### src/rtl/temp_ctrl_pkg.sv
`default_nettype none
// ==========================================================================
// temp_ctrl_pkg: shared state encoding and helpers for temp_bram_ctrl.
// Rev 1.0
// ==========================================================================
package temp_ctrl_pkg;

  typedef enum logic [1:0] {
    S_IDLE  = 2'd0,
    S_FILL  = 2'd1,
    S_DRAIN = 2'd2,
    S_CLR   = 2'd3
  } state_e;

  localparam int SKID_DEPTH = 2;
  localparam int SKID_OCC_W = $clog2(SKID_DEPTH + 1);

  // A zero or oversized layer length selects the full buffer.
  function automatic int unsigned eff_len(input int unsigned len, input int unsigned max_len);
    return ((len == 0) || (len > max_len)) ? max_len : len;
  endfunction

endpackage
`default_nettype wire

### src/rtl/temp_ctrl_skid.sv
`default_nettype none
// ==========================================================================
// temp_ctrl_skid: 2-entry FIFO holding BRAM read data the consumer has not taken.
// Rev 1.0
// ==========================================================================
module temp_ctrl_skid
  import temp_ctrl_pkg::*;
#(
  parameter int DATA_WIDTH = 8
) (
  input  logic                  clk_i,
  input  logic                  rstn_i,
  input  logic                  flush_i,
  input  logic                  push_i,
  input  logic [DATA_WIDTH-1:0] push_data_i,
  input  logic                  pop_i,
  output logic                  head_valid_o,
  output logic [DATA_WIDTH-1:0] head_data_o,
  output logic [SKID_OCC_W-1:0] occ_o
);

  localparam int PTR_W = $clog2(SKID_DEPTH);

  logic [DATA_WIDTH-1:0] mem_q [SKID_DEPTH];
  logic [DATA_WIDTH-1:0] mem_d [SKID_DEPTH];
  logic [PTR_W-1:0]      wr_ptr_q, wr_ptr_d;
  logic [PTR_W-1:0]      rd_ptr_q, rd_ptr_d;
  logic [SKID_OCC_W-1:0] occ_q, occ_d;
  logic                  push_ok, pop_ok;

  assign push_ok      = push_i && (occ_q != SKID_OCC_W'(SKID_DEPTH));
  assign pop_ok       = pop_i && (occ_q != '0);
  assign head_valid_o = (occ_q != '0);
  assign head_data_o  = mem_q[rd_ptr_q];
  assign occ_o        = occ_q;

  always_comb begin
    mem_d    = mem_q;
    wr_ptr_d = wr_ptr_q;
    rd_ptr_d = rd_ptr_q;
    occ_d    = occ_q;
    if (flush_i) begin
      wr_ptr_d = '0;
      rd_ptr_d = '0;
      occ_d    = '0;
    end else begin
      if (push_ok) begin
        mem_d[wr_ptr_q] = push_data_i;
        wr_ptr_d        = wr_ptr_q + PTR_W'(1);
      end
      if (pop_ok) begin
        rd_ptr_d = rd_ptr_q + PTR_W'(1);
      end
      occ_d = occ_q + SKID_OCC_W'(push_ok) - SKID_OCC_W'(pop_ok);
    end
  end

  always_ff @(posedge clk_i or negedge rstn_i) begin
    if (!rstn_i) begin
      for (int i = 0; i < SKID_DEPTH; i++) begin
        mem_q[i] <= '0;
      end
      wr_ptr_q <= '0;
      rd_ptr_q <= '0;
      occ_q    <= '0;
    end else begin
      mem_q    <= mem_d;
      wr_ptr_q <= wr_ptr_d;
      rd_ptr_q <= rd_ptr_d;
      occ_q    <= occ_d;
    end
  end

endmodule
`default_nettype wire

### src/rtl/temp_bram_ctrl.sv
`default_nettype none
// ==========================================================================
// temp_bram_ctrl: fill/drain sequencer for the layer temp BRAM.
// Optional feature macro: TEMP_CTRL_AUTOCLR_EN (clear pulse after drain/abort). Rev 1.0
// ==========================================================================
module temp_bram_ctrl
  import temp_ctrl_pkg::*;
#(
  parameter int MAC_CNT    = 128,
  parameter int DATA_WIDTH = 8,
  parameter int ADDR_WIDTH = $clog2(MAC_CNT)
) (
  input  logic                  clk_i,
  input  logic                  rstn_i,
  input  logic                  start_i,
  input  logic [ADDR_WIDTH:0]   cfg_len_i,
  input  logic                  abort_i,
  input  logic                  s_valid_i,
  input  logic [DATA_WIDTH-1:0] s_data_i,
  output logic                  s_ready_o,
  output logic                  m_valid_o,
  output logic [DATA_WIDTH-1:0] m_data_o,
  input  logic                  m_ready_i,
  output logic                  busy_o,
  output logic                  done_o,
  output logic                  wr_temp_en,
  output logic [ADDR_WIDTH-1:0] temp_wr_addr,
  output logic                  rd_temp_en,
  output logic [ADDR_WIDTH-1:0] temp_rd_addr,
  output logic                  clear,
  output logic [DATA_WIDTH-1:0] bram_wdata_o,
  input  logic [DATA_WIDTH-1:0] bram_rdata_i
);

  localparam int CNT_W = ADDR_WIDTH + 1;

  state_e           state_q, state_d;
  logic [CNT_W-1:0] len_q, len_d;
  logic [CNT_W-1:0] wr_cnt_q, wr_cnt_d;
  logic [CNT_W-1:0] rd_cnt_q, rd_cnt_d;
  logic [CNT_W-1:0] acc_cnt_q, acc_cnt_d;
  logic             in_flight_q, in_flight_d;

  logic                  skid_push, skid_pop, skid_flush, skid_valid, pop;
  logic [DATA_WIDTH-1:0] skid_data;
  logic [SKID_OCC_W-1:0] skid_occ;
  logic [2:0]            level;

  temp_ctrl_skid #(
    .DATA_WIDTH (DATA_WIDTH)
  ) u_skid (
    .clk_i        (clk_i),
    .rstn_i       (rstn_i),
    .flush_i      (skid_flush),
    .push_i       (skid_push),
    .push_data_i  (bram_rdata_i),
    .pop_i        (skid_pop),
    .head_valid_o (skid_valid),
    .head_data_o  (skid_data),
    .occ_o        (skid_occ)
  );

  assign busy_o = (state_q != S_IDLE);

  always_comb begin
    state_d      = state_q;
    len_d        = len_q;
    wr_cnt_d     = wr_cnt_q;
    rd_cnt_d     = rd_cnt_q;
    acc_cnt_d    = acc_cnt_q;
    in_flight_d  = 1'b0;
    s_ready_o    = 1'b0;
    wr_temp_en   = 1'b0;
    temp_wr_addr = '0;
    bram_wdata_o = '0;
    rd_temp_en   = 1'b0;
    temp_rd_addr = '0;
    clear        = 1'b0;
    m_valid_o    = 1'b0;
    m_data_o     = '0;
    done_o       = 1'b0;
    pop          = 1'b0;
    skid_push    = 1'b0;
    skid_pop     = 1'b0;
    skid_flush   = 1'b0;
    level        = '0;

    case (state_q)
      S_IDLE: begin
        if (start_i) begin
          len_d     = CNT_W'(eff_len(32'(cfg_len_i), MAC_CNT));
          wr_cnt_d  = '0;
          rd_cnt_d  = '0;
          acc_cnt_d = '0;
          state_d   = S_FILL;
        end
      end

      S_FILL: begin
        s_ready_o    = 1'b1;
        wr_temp_en   = s_valid_i;
        bram_wdata_o = s_data_i;
        if (s_valid_i) begin
          temp_wr_addr = wr_cnt_q[ADDR_WIDTH-1:0];
          wr_cnt_d     = wr_cnt_q + CNT_W'(1);
          if (wr_cnt_q == len_q - CNT_W'(1)) begin
            wr_cnt_d = '0;
            state_d  = S_DRAIN;
          end
        end
      end

      S_DRAIN: begin
        // Returning read data bypasses the skid when it is empty, so the
        // first beat is visible one cycle after the first read strobe.
        m_valid_o = skid_valid | in_flight_q;
        m_data_o  = skid_valid ? skid_data : bram_rdata_i;
        pop       = m_valid_o & m_ready_i;
        skid_pop  = pop & skid_valid;
        skid_push = in_flight_q & ~(pop & ~skid_valid);
        level     = 3'(skid_occ) + 3'(in_flight_q) - 3'(pop);
        if ((level < 3'(SKID_DEPTH)) && (rd_cnt_q < len_q)) begin
          rd_temp_en   = 1'b1;
          temp_rd_addr = rd_cnt_q[ADDR_WIDTH-1:0];
          rd_cnt_d     = rd_cnt_q + CNT_W'(1);
          in_flight_d  = 1'b1;
        end
        if (pop) begin
          acc_cnt_d = acc_cnt_q + CNT_W'(1);
          if (acc_cnt_q == len_q - CNT_W'(1)) begin
            done_o     = 1'b1;
            acc_cnt_d  = '0;
            rd_cnt_d   = '0;
            skid_flush = 1'b1;
`ifdef TEMP_CTRL_AUTOCLR_EN
            state_d    = S_CLR;
`else
            state_d    = S_IDLE;
`endif
          end
        end
      end

`ifdef TEMP_CTRL_AUTOCLR_EN
      S_CLR: begin
        clear   = 1'b1;
        state_d = S_IDLE;
      end
`endif

      default: state_d = S_IDLE;
    endcase

    if (abort_i) begin
      done_o      = 1'b0;
      skid_flush  = 1'b1;
      skid_push   = 1'b0;
      in_flight_d = 1'b0;
      wr_cnt_d    = '0;
      rd_cnt_d    = '0;
      acc_cnt_d   = '0;
`ifdef TEMP_CTRL_AUTOCLR_EN
      state_d     = S_CLR;
`else
      state_d     = S_IDLE;
`endif
    end
  end

  always_ff @(posedge clk_i or negedge rstn_i) begin
    if (!rstn_i) begin
      state_q     <= S_IDLE;
      len_q       <= '0;
      wr_cnt_q    <= '0;
      rd_cnt_q    <= '0;
      acc_cnt_q   <= '0;
      in_flight_q <= 1'b0;
    end else begin
      state_q     <= state_d;
      len_q       <= len_d;
      wr_cnt_q    <= wr_cnt_d;
      rd_cnt_q    <= rd_cnt_d;
      acc_cnt_q   <= acc_cnt_d;
      in_flight_q <= in_flight_d;
    end
  end

endmodule
`default_nettype wire

### config.mk
export PLATFORM = sky130hd
export DESIGN_NAME = temp_bram_ctrl
export DESIGN_NICKNAME = d
export VERILOG_FILES = /design/src/rtl/temp_ctrl_pkg.sv /design/src/rtl/temp_ctrl_skid.sv /design/src/rtl/temp_bram_ctrl.sv
export SDC_FILE = /design/constraint.sdc
export NUM_CORES = 1
export LEC_CHECK = 0
export ABC_AREA = 1
export CAP_MARGIN = 10
export CORE_ASPECT_RATIO = 0.75
export CORE_UTILIZATION = 47
export DETAILED_ROUTE_END_ITERATION = 7
export GPL_TIMING_DRIVEN = 0
export HOLD_SLACK_MARGIN = 0.12
export PLACE_DENSITY = 0.73
export SKIP_CTS_REPAIR_TIMING = 1
export SLEW_MARGIN = 15
export SYNTH_ARGS = -nofsm -noshare
export SYNTH_HDL_FRONTEND = slang
export SYNTH_SLANG_ARGS = --single-unit
### constraint.sdc
create_clock -name clk_i -period 5.3 [get_ports clk_i]
set_input_delay 1.59 -clock clk_i [delete_from_list [all_inputs] [get_ports clk_i]]
set_output_delay 1.59 -clock clk_i [all_outputs]
set_load 0.05 [all_outputs]
Word-level counts from Yosys, hierarchy flattened
Cells that the tools add are included.

Register bits: 55. Bits of input ports: 30. Output and inout port bits: 37. Word-level logic and storage cells: 120.

$add $sub $neg: 10. Order comparisons: 6. Eq/ne operators: 10. Multiplexer cells: 54. Bitwise logic cells: 10. Reductions and logical operators: 19.

Operators by type and width (count): two-way mux 8 bit (19); one-hot mux 8 bit (2 select lines) (3); two-way mux 7 bit (4); adder 8 x 1 -> 8 bit, second input constant (3); two-way mux 1 bit (18); bitwise mux 16 bit (1); == test 8 bit (2); inequality test 3 bit, second input constant (5); two-way mux 2 bit (7); demux 8 bit (select 1 bit) (1); > comparator 8 bit, second input constant (1); zero test 8 bit (1); less-than comparator 8 bit (1); nonzero test 2 bit (4); subtractor 8 x 1 -> 8 bit, second input constant (1); one-hot mux 2 bit (3 select lines) (1); AND reduction 2 bit (3); AND reduction 3 bit (2); nonzero test 3 bit (2); AND reduction 5 bit (1); AND 1 bit (4); greater-or-equal comparator 2 bit, second input constant (2); logical AND 1 bit (4); inverter 1 -> 2 bit (2); other kinds (14) (17).

Logic depth before layout (Yosys ltp)
Gate-level depths: netlist (run 1).

Word-level depth: 12. Depth in mapped cells: 16. Mapped depth without buffers: 16.

By module
Synthesis (run 1) repeated with hierarchy kept, for this count alone.

Cell total of the unflattened synthesis: 575. Area total of the unflattened synthesis: 3946.3 sq um.

By module, submodules not included: temp_bram_ctrl (times used 1, cells each 447, area an instance 2910.3 sq um, sequential area each 875.8 sq um); temp_ctrl_skid (times used 1, cells each 128, area an instance 1036.0 sq um, sequential area each 500.5 sq um).

Worst setup path after synthesis (run 1)
Ideal clock, no wire load.

Kind: input -> output. Start: input m_ready_i. End: output temp_rd_addr[1]. Arrival time: 4.614 ns. Required time: 3.710 ns. Slack: -0.904 ns. Stages on the path: 12. Buffers on the path: 0. Path through: inv_1 -> a21oi_2 -> inv_1 -> nor2_1 -> o21ai_0 -> fa_1 -> xor2_1 -> nor2_1 -> nand3_1 -> nor2_1 -> inv_1 -> nor2_1.

Longest elaborated chain between the ends: 6.

RTL lines: from (decl) (RTL line temp_bram_ctrl.sv:23) `input logic m_ready_i,`; AND 1 bit (RTL line temp_bram_ctrl.sv:118) `pop = m_valid_o & m_ready_i;`; subtractor 3 x 1 -> 3 bit (RTL line temp_bram_ctrl.sv:121) `level = 3'(skid_occ) + 3'(in_flight_q) - 3'(pop);`; less-than comparator 3 x 2 -> 1 bit (RTL line temp_bram_ctrl.sv:122) `if ((level < 3'(SKID_DEPTH)) && (rd_cnt_q < len_q)) begin`; logical AND 1 bit (RTL line temp_bram_ctrl.sv:122); two-way mux 7 bit (RTL line temp_bram_ctrl.sv:122); two-way mux 7 bit (RTL line temp_bram_ctrl.sv:88) `case (state_q)`; to (decl) (RTL line temp_bram_ctrl.sv:29) `output logic [ADDR_WIDTH-1:0] temp_rd_addr,`.

No other way between the ends.

Worst setup path in the final report (run 1)
Start: input m_ready_i. End: output temp_rd_addr[3].

The elaborated chain is that of the path after synthesis.

==> impl_metrics.yaml, run 1 <==
setup_path:
  crit_path_frequent_cell: "nor2_4"
  slowest_stage: "fa_2"
  crit_fanout: 6
  crit_arrival_ns: 3.64
  criticalPathCategory: "primary input to output port"
  critPathLaunchType: "primary input"
  cp_cell_sequence: "buf_8 > inv_12 > a21oi_4 > inv_2 > nor2_4 > buf_4 > fa_2 > inv_2 > nor2_4 > nand3_4 > nor2_4 > clkinvlp_4 > nor2_4 > buf_8"
  slowest_delay_ns: 0.53
  critPathCaptureType: "output port"
  cp_top_family: "buffers and inverters"
  crit_required_ns: 3.71
  crit_buf_inv: 7
drt:
  routed_wl_mm: 8.86
  drtIter0Drc: 172
  routed-via-count: 3473
  route.antenna.remaining_nets: 0
  avgRoutedWirePerCell_um: 13.0
  vias_per_cell: 5.10
  drc: 0
  drtPass1Iterations: 4
power_and_ir_drop:
  clkPwrFrac_pct: 12.1
  pwr-share-comb_pct: 59.6
  power_density_nw_per_um2: 431
  power_frac_seq_pct: 28.3
  power_mw: 2.01
  sw_frac_of_total_pct: 50.8
  net-switching-power_mw: 1.02
  cellLeakagePower_nw: 2.22
  intPower_mw: 0.986
  vdd_drop_max_mv: 0.346
placement:
  dp_hpwl_mm: 6.78
  gp_congestion: 0.851
  io_buffers: 65
  place_ws_ns: -1.43
  place_area_um2: 4490
run_status:
  outcome: "finished clean"
cts:
  ctsLongestPathBuffers: 2
  cts_sinks: 55
  h-tree-depth: 2
  cts_tree: "done"
  clk-insertion-delay-late_ns: 0.31
  cts_buffers: 5
  clk_pin_slew_ns: 0.09
  clock-root-buffer: "clkbuf_8"
synthesis:
  synth-simple-area-share_pct: 32.3
  synth_fp_nets: 548
  avgSynthCellArea_um2: 7.20
  synth_xor_area_share_pct: 6.01
  ys_types: 39
  yosys.area.top_type_share_pct: 38.0
  synthAdderAreaFrac_pct: 5.39
  synth_flop_cell: "dfrtp_1"
  yosysTopAreaCell: "dfrtp_1"
  synth_compound_area_share_pct: 9.29
  synth_top_family_by_area: "simple AND/OR/NAND/NOR gates"
  muxShareOfSynthArea_pct: 0
  synth.area.top_cells: "dfrtp_1 (38%), nand2_1 (14%), inv_1 (6.9%)"
  ys_async_sr_fraction_pct: 100
  ys_ff_latch: 55
  synth_edf_count: 0
  synth_cells: 503
  yosysSeqAreaShare_pct: 38.0
  yosys_warnings: 0
  synthesis.area_um2: 3620
cells_and_area:
  drive_gt1_share_pct: 13.3
  nFillCells: 672
  nets: 625
  seqCellArea_um2: 1380
  diodes: 0
  syn_to_final_growth_pct: 28.5
  design_area_um2: 4660
  multi_input_area_um2: 2020
sta:
  fin_ws_ns: 0.0682
  finClkSkew_ns: 0.0104
  final.min_clock_period_ns: 5.23
  period_share_pct: 98.7
  finalHoldViolCount: 0
  finalSetupViolCount: 0
  tns_ns: 0
  tightest_slew_ns: 0.739
  worst_slew_margin_rel_pct: 50.6
  max_freq_mhz: 191
  drv_slew: 0
hold_path:
  holdCritPathClass: "register to register"
die:
  core_area_um2: 7400
  rows: 27
  start_util_pct: 49.0
  die_w_um: 103
  io_pins: 67
  die_h_um: 78.0
  dieArea_um2: 8070
job:
  drv_cap: 0
global_routing:
  grt_pass1_wl_mm: 14.8
  overflow: 0
  track_usage_pct: 23.5
  grt_max_degree: 56
  first_global_vias: 3250
  antenna_found_initial: 0
==> tightest hold or removal path, stage by stage, from the launching register on <==
cell	delay (ns)
dfrtp_1	0.36
nand2_1	0.05
nand2_1	0.05
==> final cells by class <==
type	instances	share of cell area, %
clock buffer	6	1.77
multi-input combinational	363	43.3
clock inverter	1	0.107
sequential	55	29.6
tap	101	2.71
timing repair buffer	70	15.2
buffer	5	0.484
inverter	80	6.80
==> synthesized netlist by cell type (all sizes together) (2+ instances only) <==
library cell and count:
ha 14, nand2 146, a31oi 8, o22ai 4, xnor2 2, nand4 7
nand3 28, o21ai 30, inv 79, clkbuf 4, nor3 6, xor2 22
dfrtp 55, nor2 75, a21oi 11
==> power groups by stage <==
stage	clock, mW	combinational, mW	sequential, mW
after detailed placement	0	1.15	0.576
final	0.243	1.20	0.568
after global routing	0.261	1.32	0.577
after global placement	0	1.13	0.573
after floorplan	0	0.849	0.559
after CTS	0.246	1.16	0.567
==> per-stage QoR <==
stage / std cells / hold slack, ns / util, %
2_1_floorplan: 503 / 0.449 / -
3_5_place_dp: 669 / 0.470 / 60.7
6_report: 681 / 0.492 / 62.9
3_3_place_gp: 669 / 0.464 / 60.8
4_1_cts: 676 / 0.494 / 61.9
5_1_grt: 681 / 0.525 / 62.9
==> registers in the layout, indices dropped and copies added, names as in the netlist, 2 cells and up <==
| name | cells |
|---|---|
| wr_cnt_q | 8 |
| u_skid.occ_o | 2 |
| state_q | 2 |
| len_q | 8 |
| u_skid.mem_q | 16 |
| rd_cnt_q | 8 |
| acc_cnt_q | 8 |
==> metal layers <==
layer  vias up  track usage [%]  share of wire [%]
met1      1613             34.3                 49
li1       1743                -                  -
met3         9             4.63                6.3
met4         0             5.35               0.86
met5         -                0                  0
met2       108             35.8                 44
==> cell families (layout without fill, tap and decap cells) <==
| kind of cell | after synthesis | after routing |
|---|---|---|
| flops | 55 | 55 |
| xor+xnor | 24 | 24 |
| compound gates | 59 | 59 |
| buf+inv | 85 | 162 |
| other cells | 1 | 1 |
| fa+ha+maj | 15 | 15 |
| simple gates | 264 | 264 |
==> cells in the final DEF (no fill, tap or decap), types with 10 or more instances in the layout <==
| cell | Yosys | routed |
|---|---|---|
| nand2_1 | 139 | 139 |
| inv_1 | 67 | 63 |
| nor2_1 | 64 | 55 |
| dfrtp_1 | 55 | 55 |
| clkdlybuf4s50_1 | 0 | 54 |
| nand3_1 | 26 | 25 |
| o21ai_0 | 26 | 25 |
| xor2_1 | 21 | 21 |
| inv_2 | 12 | 14 |
| ha_1 | 14 | 14 |
| nor2_4 | 4 | 13 |
| a21oi_1 | 10 | 10 |
==> final timing paths <==
kind	to	slack, ns	cells past startpoint	start
setup / recovery	temp_rd_addr[3]	0.07	14	m_ready_i
hold / removal	u_skid.mem_q[8]	0.49	2	u_skid.mem_q[8]
setup reg to reg	rd_cnt_q[2]	2.58	13	u_skid.occ_o[1]
hold reg to reg	u_skid.mem_q[8]	0.49	2	u_skid.mem_q[8]
max in group asynchronous	u_skid.mem_q[15]	3.51	1	rstn_i
min in group asynchronous	rd_cnt_q[5]	1.32	1	rstn_i
(Power assumes the default switching activity.)
==> inputs of run 2 (changes only) <==
- clock period: 5.3 -> 5.17 ns (I/O delays scaled with it)
==> impl_metrics.yaml, run 2 (synthesized netlist as in run 1, its figures left out) <==
run_status:
  outcome: "finished clean"
die:
  rows: 27
  core_area_um2: 7400
  io_pins: 67
  dieArea_um2: 8070
  start_util_pct: 49.0
  die_h_um: 78.0
  die_w_um: 103
sta:
  whs_ns: 0.492
  max_freq_mhz: 194
  finalHoldViolCount: 0
  finalSetupViolCount: 0
  tightest_slew_ns: 0.744
  tns_ns: 0
  rsz0062_at_grt: "yes"
  worst_slew_margin_rel_pct: 50.2
  period_share_pct: 99.7
  drv_slew: 0
  finClkSkew_ns: 0.0104
  final.min_clock_period_ns: 5.15
  fin_ws_ns: 0.0167
global_routing:
  overflow: 0
  grt_max_degree: 56
  antenna_found_initial: 0
  first_global_vias: 3250
  track_usage_pct: 23.5
  grt_pass1_wl_mm: 14.8
power_and_ir_drop:
  power_mw: 2.05
  cellLeakagePower_nw: 2.23
  power_density_nw_per_um2: 440
  vdd_drop_max_mv: 0.355
setup_path:
  crit_required_ns: 3.62
  cp_cell_sequence: "buf_12 > inv_12 > a21oi_4 > inv_2 > nor2_4 > buf_4 > fa_2 > inv_2 > nor2_4 > nand3_4 > nor2_4 > clkinvlp_4 > nor2_4 > buf_8"
  slowest_stage: "fa_2"
  criticalPathCategory: "primary input to output port"
  crit_cells: 14
  ff2ff_setup_slack_ns: 2.44
  timing.rr.start: "u_skid.occ_o[1]"
  crit_path_frequent_cell: "nor2_4"
  cp_top_family: "buffers and inverters"
  crit_arrival_ns: 3.60
  rr_worst_depth: 13
  critPathLaunchType: "primary input"
  critPathCaptureType: "output port"
  slowest_delay_ns: 0.53
  regToRegEndpoint: "rd_cnt_q[2]"
  crit_buf_inv: 7
  endpoint: "temp_rd_addr[3]"
  crit_fanout: 6
  cp-startpoint: "m_ready_i"
cts:
  ctsLongestPathBuffers: 2
  cts_buffers: 5
  cts_tree: "done"
  cts_sinks: 55
  clk-insertion-delay-late_ns: 0.31
  clk_pin_slew_ns: 0.09
  h-tree-depth: 2
  clock-root-buffer: "clkbuf_8"
cells_and_area:
  syn_to_final_growth_pct: 28.7
  mostFrequentLayoutCell: "nand2_1"
  diodes: 0
  top_register: "u_skid.mem_q"
  nFillCells: 672
  nets: 625
  drive_gt1_share_pct: 13.3
  layout_common_cells: "nand2_1 (139), inv_1 (63), nor2_1 (55), dfrtp_1 (55), clkdlybuf4s50_1 (54)"
  largest_register_ffs: 16
drt:
  vias_per_cell: 5.12
  avgRoutedWirePerCell_um: 13.0
  drtIter0Drc: 183
  route.antenna.remaining_nets: 0
  drtPass1Iterations: 5
  drc: 0
  routed_wl_mm: 8.87
  routed-via-count: 3485
placement:
  io_buffers: 65
  dp_hpwl_mm: 6.78
  gp_congestion: 0.851
  place_ws_ns: -1.48
job:
  drv_cap: 0
hold_path:
  holdCritPathClass: "register to register"
[run 2: changes by cell type in the layout (fill, tap and decap cells not counted), sizes merged]
cell | previous run | this run
buf | 15 | 14
clkbuf | 10 | 11
[run 2: worst min-delay path by stage]
| stage | endpoint | start | slack, ns | cells past startpoint |
|---|---|---|---|---|
| after CTS | u_skid.mem_q[8] | u_skid.mem_q[8] | 0.49 | 2 |
| after detailed placement | u_skid.mem_q[8] | u_skid.mem_q[8] | 0.47 | 2 |
| after global placement | u_skid.mem_q[12] | u_skid.mem_q[12] | 0.46 | 2 |
| final | u_skid.mem_q[8] | u_skid.mem_q[8] | 0.49 | 2 |
| after global routing | u_skid.mem_q[10] | u_skid.mem_q[10] | 0.52 | 2 |
| after floorplan | u_skid.mem_q[6] | u_skid.mem_q[6] | 0.45 | 2 |
[run 2: layout make-up]
| cell class | count | area, µm² | share of cell area (%) |
|---|---|---|---|
| inverter | 80 | 317 | 6.79 |
| timing repair buffer | 70 | 717 | 15.4 |
| tap | 101 | 126 | 2.71 |
| multi-input combinational | 363 | 2020 | 43.3 |
| sequential | 55 | 1380 | 29.5 |
| clock inverter | 1 | 5.00 | 0.107 |
| buffer | 5 | 22.5 | 0.483 |
| clock buffer | 6 | 82.6 | 1.77 |
[run 2: where the power goes]
part	internal, mW	total (mW)	switching [mW]
Clock	0.106	0.248	0.142
Combinational	0.398	1.22	0.827
Sequential	0.508	0.582	0.0736
Total	1.01	2.05	1.04
[run 2: layer usage]
metal / share of wire (%) / track usage, % / vias to the layer above
li1: - / - / 1746
met1: 49 / 34.3 / 1623
met2: 44 / 35.8 / 107
met3: 6.2 / 4.63 / 9
met4: 0.86 / 5.35 / 0
met5: 0 / 0 / -
[run 2: through the flow]
| stage | util, % | instance area (µm²) | instances |
|---|---|---|---|
| after floorplan | - | 3720 | 503 |
| final | 63.0 | 4660 | 681 |
| after detailed placement | 60.7 | 4490 | 669 |
| after global routing | 63.0 | 4660 | 681 |
| after CTS | 61.9 | 4580 | 676 |
| after global placement | 60.8 | 4500 | 669 |
[run 2: worst register-to-register path, stage by stage (launching register included)]
cell and delay (ns):
dfrtp_1 0.48, nor2_1 0.32, a21oi_4 0.10, inv_2 0.11
nor2_4 0.04, buf_4 0.13, fa_2 0.53, inv_2 0.04
nor2_4 0.13, nand3_4 0.12, buf_4 0.17, nor2_1 0.19
xor2_1 0.19, nor2_1 0.05
==> inputs of run 3 (changes only) <==
- clock period: 5.17 -> 5.9 ns (I/O delays scaled with it)
==> impl_metrics.yaml, run 3 (synthesized netlist as in run 1, its figures left out) <==
setup_path:
  crit_arrival_ns: 3.78
  critPathCaptureType: "output port"
  critPathLaunchType: "primary input"
  crit_required_ns: 4.13
  rr_worst_depth: 12
  ff2ff_setup_slack_ns: 3.34
  criticalPathCategory: "primary input to output port"
  regToRegEndpoint: "rd_cnt_q[2]"
  crit_fanout: 4
  cp-startpoint: "abort_i"
  timing.rr.start: "u_skid.occ_o[1]"
die:
  die_w_um: 103
  dieArea_um2: 8070
  io_pins: 67
  die_h_um: 78.0
  core_area_um2: 7400
  rows: 27
  start_util_pct: 49.0
sta:
  worst_slew_margin_rel_pct: 49.0
  tightest_slew_ns: 0.763
  tns_ns: 0
  finalSetupViolCount: 0
  rsz0062_at_grt: "no"
  period_share_pct: 94.1
  finalHoldViolCount: 0
  drv_slew: 0
  finClkSkew_ns: 0.00678
  max_freq_mhz: 180
  whs_ns: 0.493
  final.min_clock_period_ns: 5.55
placement:
  io_buffers: 65
  gp_congestion: 0.896
  dp_hpwl_mm: 6.83
power_and_ir_drop:
  vdd_drop_max_mv: 0.227
  power_density_nw_per_um2: 400
  power_mw: 1.84
  cellLeakagePower_nw: 2.21
global_routing:
  grt_pass1_wl_mm: 15.1
  overflow: 0
  grt_max_degree: 56
  antenna_found_initial: 0
  first_global_vias: 3266
  track_usage_pct: 23.9
hold_path:
  hold_start: "u_skid.mem_q[7]"
  holdCritPathClass: "register to register"
  hold_end: "u_skid.mem_q[7]"
  hold_depth: 2
cells_and_area:
  drive_gt1_share_pct: 12.6
  mostFrequentLayoutCell: "nand2_1"
  finalCoreUtilization_pct: 62.2
  diodes: 0
  nets: 623
  syn_to_final_growth_pct: 26.9
  top_register: "u_skid.mem_q"
  largest_register_ffs: 16
  layout_common_cells: "nand2_1 (139), inv_1 (64), dfrtp_1 (55), clkdlybuf4s50_1 (55), nor2_1 (54)"
run_status:
  outcome: "finished clean"
cts:
  cts_tree: "done"
  cts_sinks: 55
  clk_pin_slew_ns: 0.09
  ctsLongestPathBuffers: 2
  cts_buffers: 5
  clock-root-buffer: "clkbuf_8"
  clk-insertion-delay-late_ns: 0.31
  h-tree-depth: 2
drt:
  drtPass1Iterations: 5
  routed_wl_mm: 8.91
  route.antenna.remaining_nets: 0
  vias_per_cell: 5.03
  avgRoutedWirePerCell_um: 13.1
  drc: 0
  routed-via-count: 3421
  drtIter0Drc: 272
job:
  drv_cap: 0
run 3: how the worst max path moves through the flow:
stage | endpoint | cells after the start
after detailed placement | temp_rd_addr[0] | 15
after CTS | temp_rd_addr[0] | 15
after global routing | done_o | 7
after floorplan | temp_rd_addr[1] | 12
after global placement | temp_rd_addr[0] | 15
final | done_o | 7
run 3: worst max-delay path, stage by stage:
cell and delay (ns):
clkdlybuf4s50_1 0.49, nor2_1 0.16, inv_2 0.06, nor2_2 0.16, inv_2 0.09, nor3_1 0.21
clkdlybuf4s50_1 0.84
run 3: final cells by class:
| class | count | area (µm²) |
|---|---|---|
| multi-input combinational | 363 | 1980 |
| sequential | 55 | 1380 |
| fill | 641 | 2800 |
| buffer | 5 | 22.5 |
| tap | 101 | 126 |
| timing repair buffer | 68 | 669 |
| clock buffer | 6 | 82.6 |
| clock inverter | 2 | 35.0 |
| inverter | 80 | 303 |
run 3: per-stage QoR:
step / instance area, µm² / cells / setup WS [ns]
4_1_cts: 4540 / 677 / -1.23
6_report: 4600 / 680 / 0.347
2_1_floorplan: 3650 / 503 / -0.0532
3_3_place_gp: 4420 / 669 / -1.16
3_5_place_dp: 4420 / 669 / -1.21
5_1_grt: 4600 / 680 / 0.236
run 3: per-layer routing:
| layer | part of all wire, % | track usage (%) | wire (µm) |
|---|---|---|---|
| met1 | 49 | 35.3 | 4320 |
| met2 | 44 | 37.1 | 3960 |
| met3 | 6.3 | 4.10 | 563 |
| met4 | 0.75 | 4.23 | 67 |
| met5 | 0 | 0 | 0 |
run 3: power breakdown:
| part | internal, mW | total [mW] | leakage [nW] | switching [mW] |
|---|---|---|---|---|
| logic | 0.346 | 1.06 | 1.40 | 0.718 |
| clock network | 0.138 | 0.261 | 0.0612 | 0.124 |
| registers | 0.445 | 0.514 | 0.751 | 0.0691 |
| total | 0.928 | 1.84 | 2.21 | 0.911 |
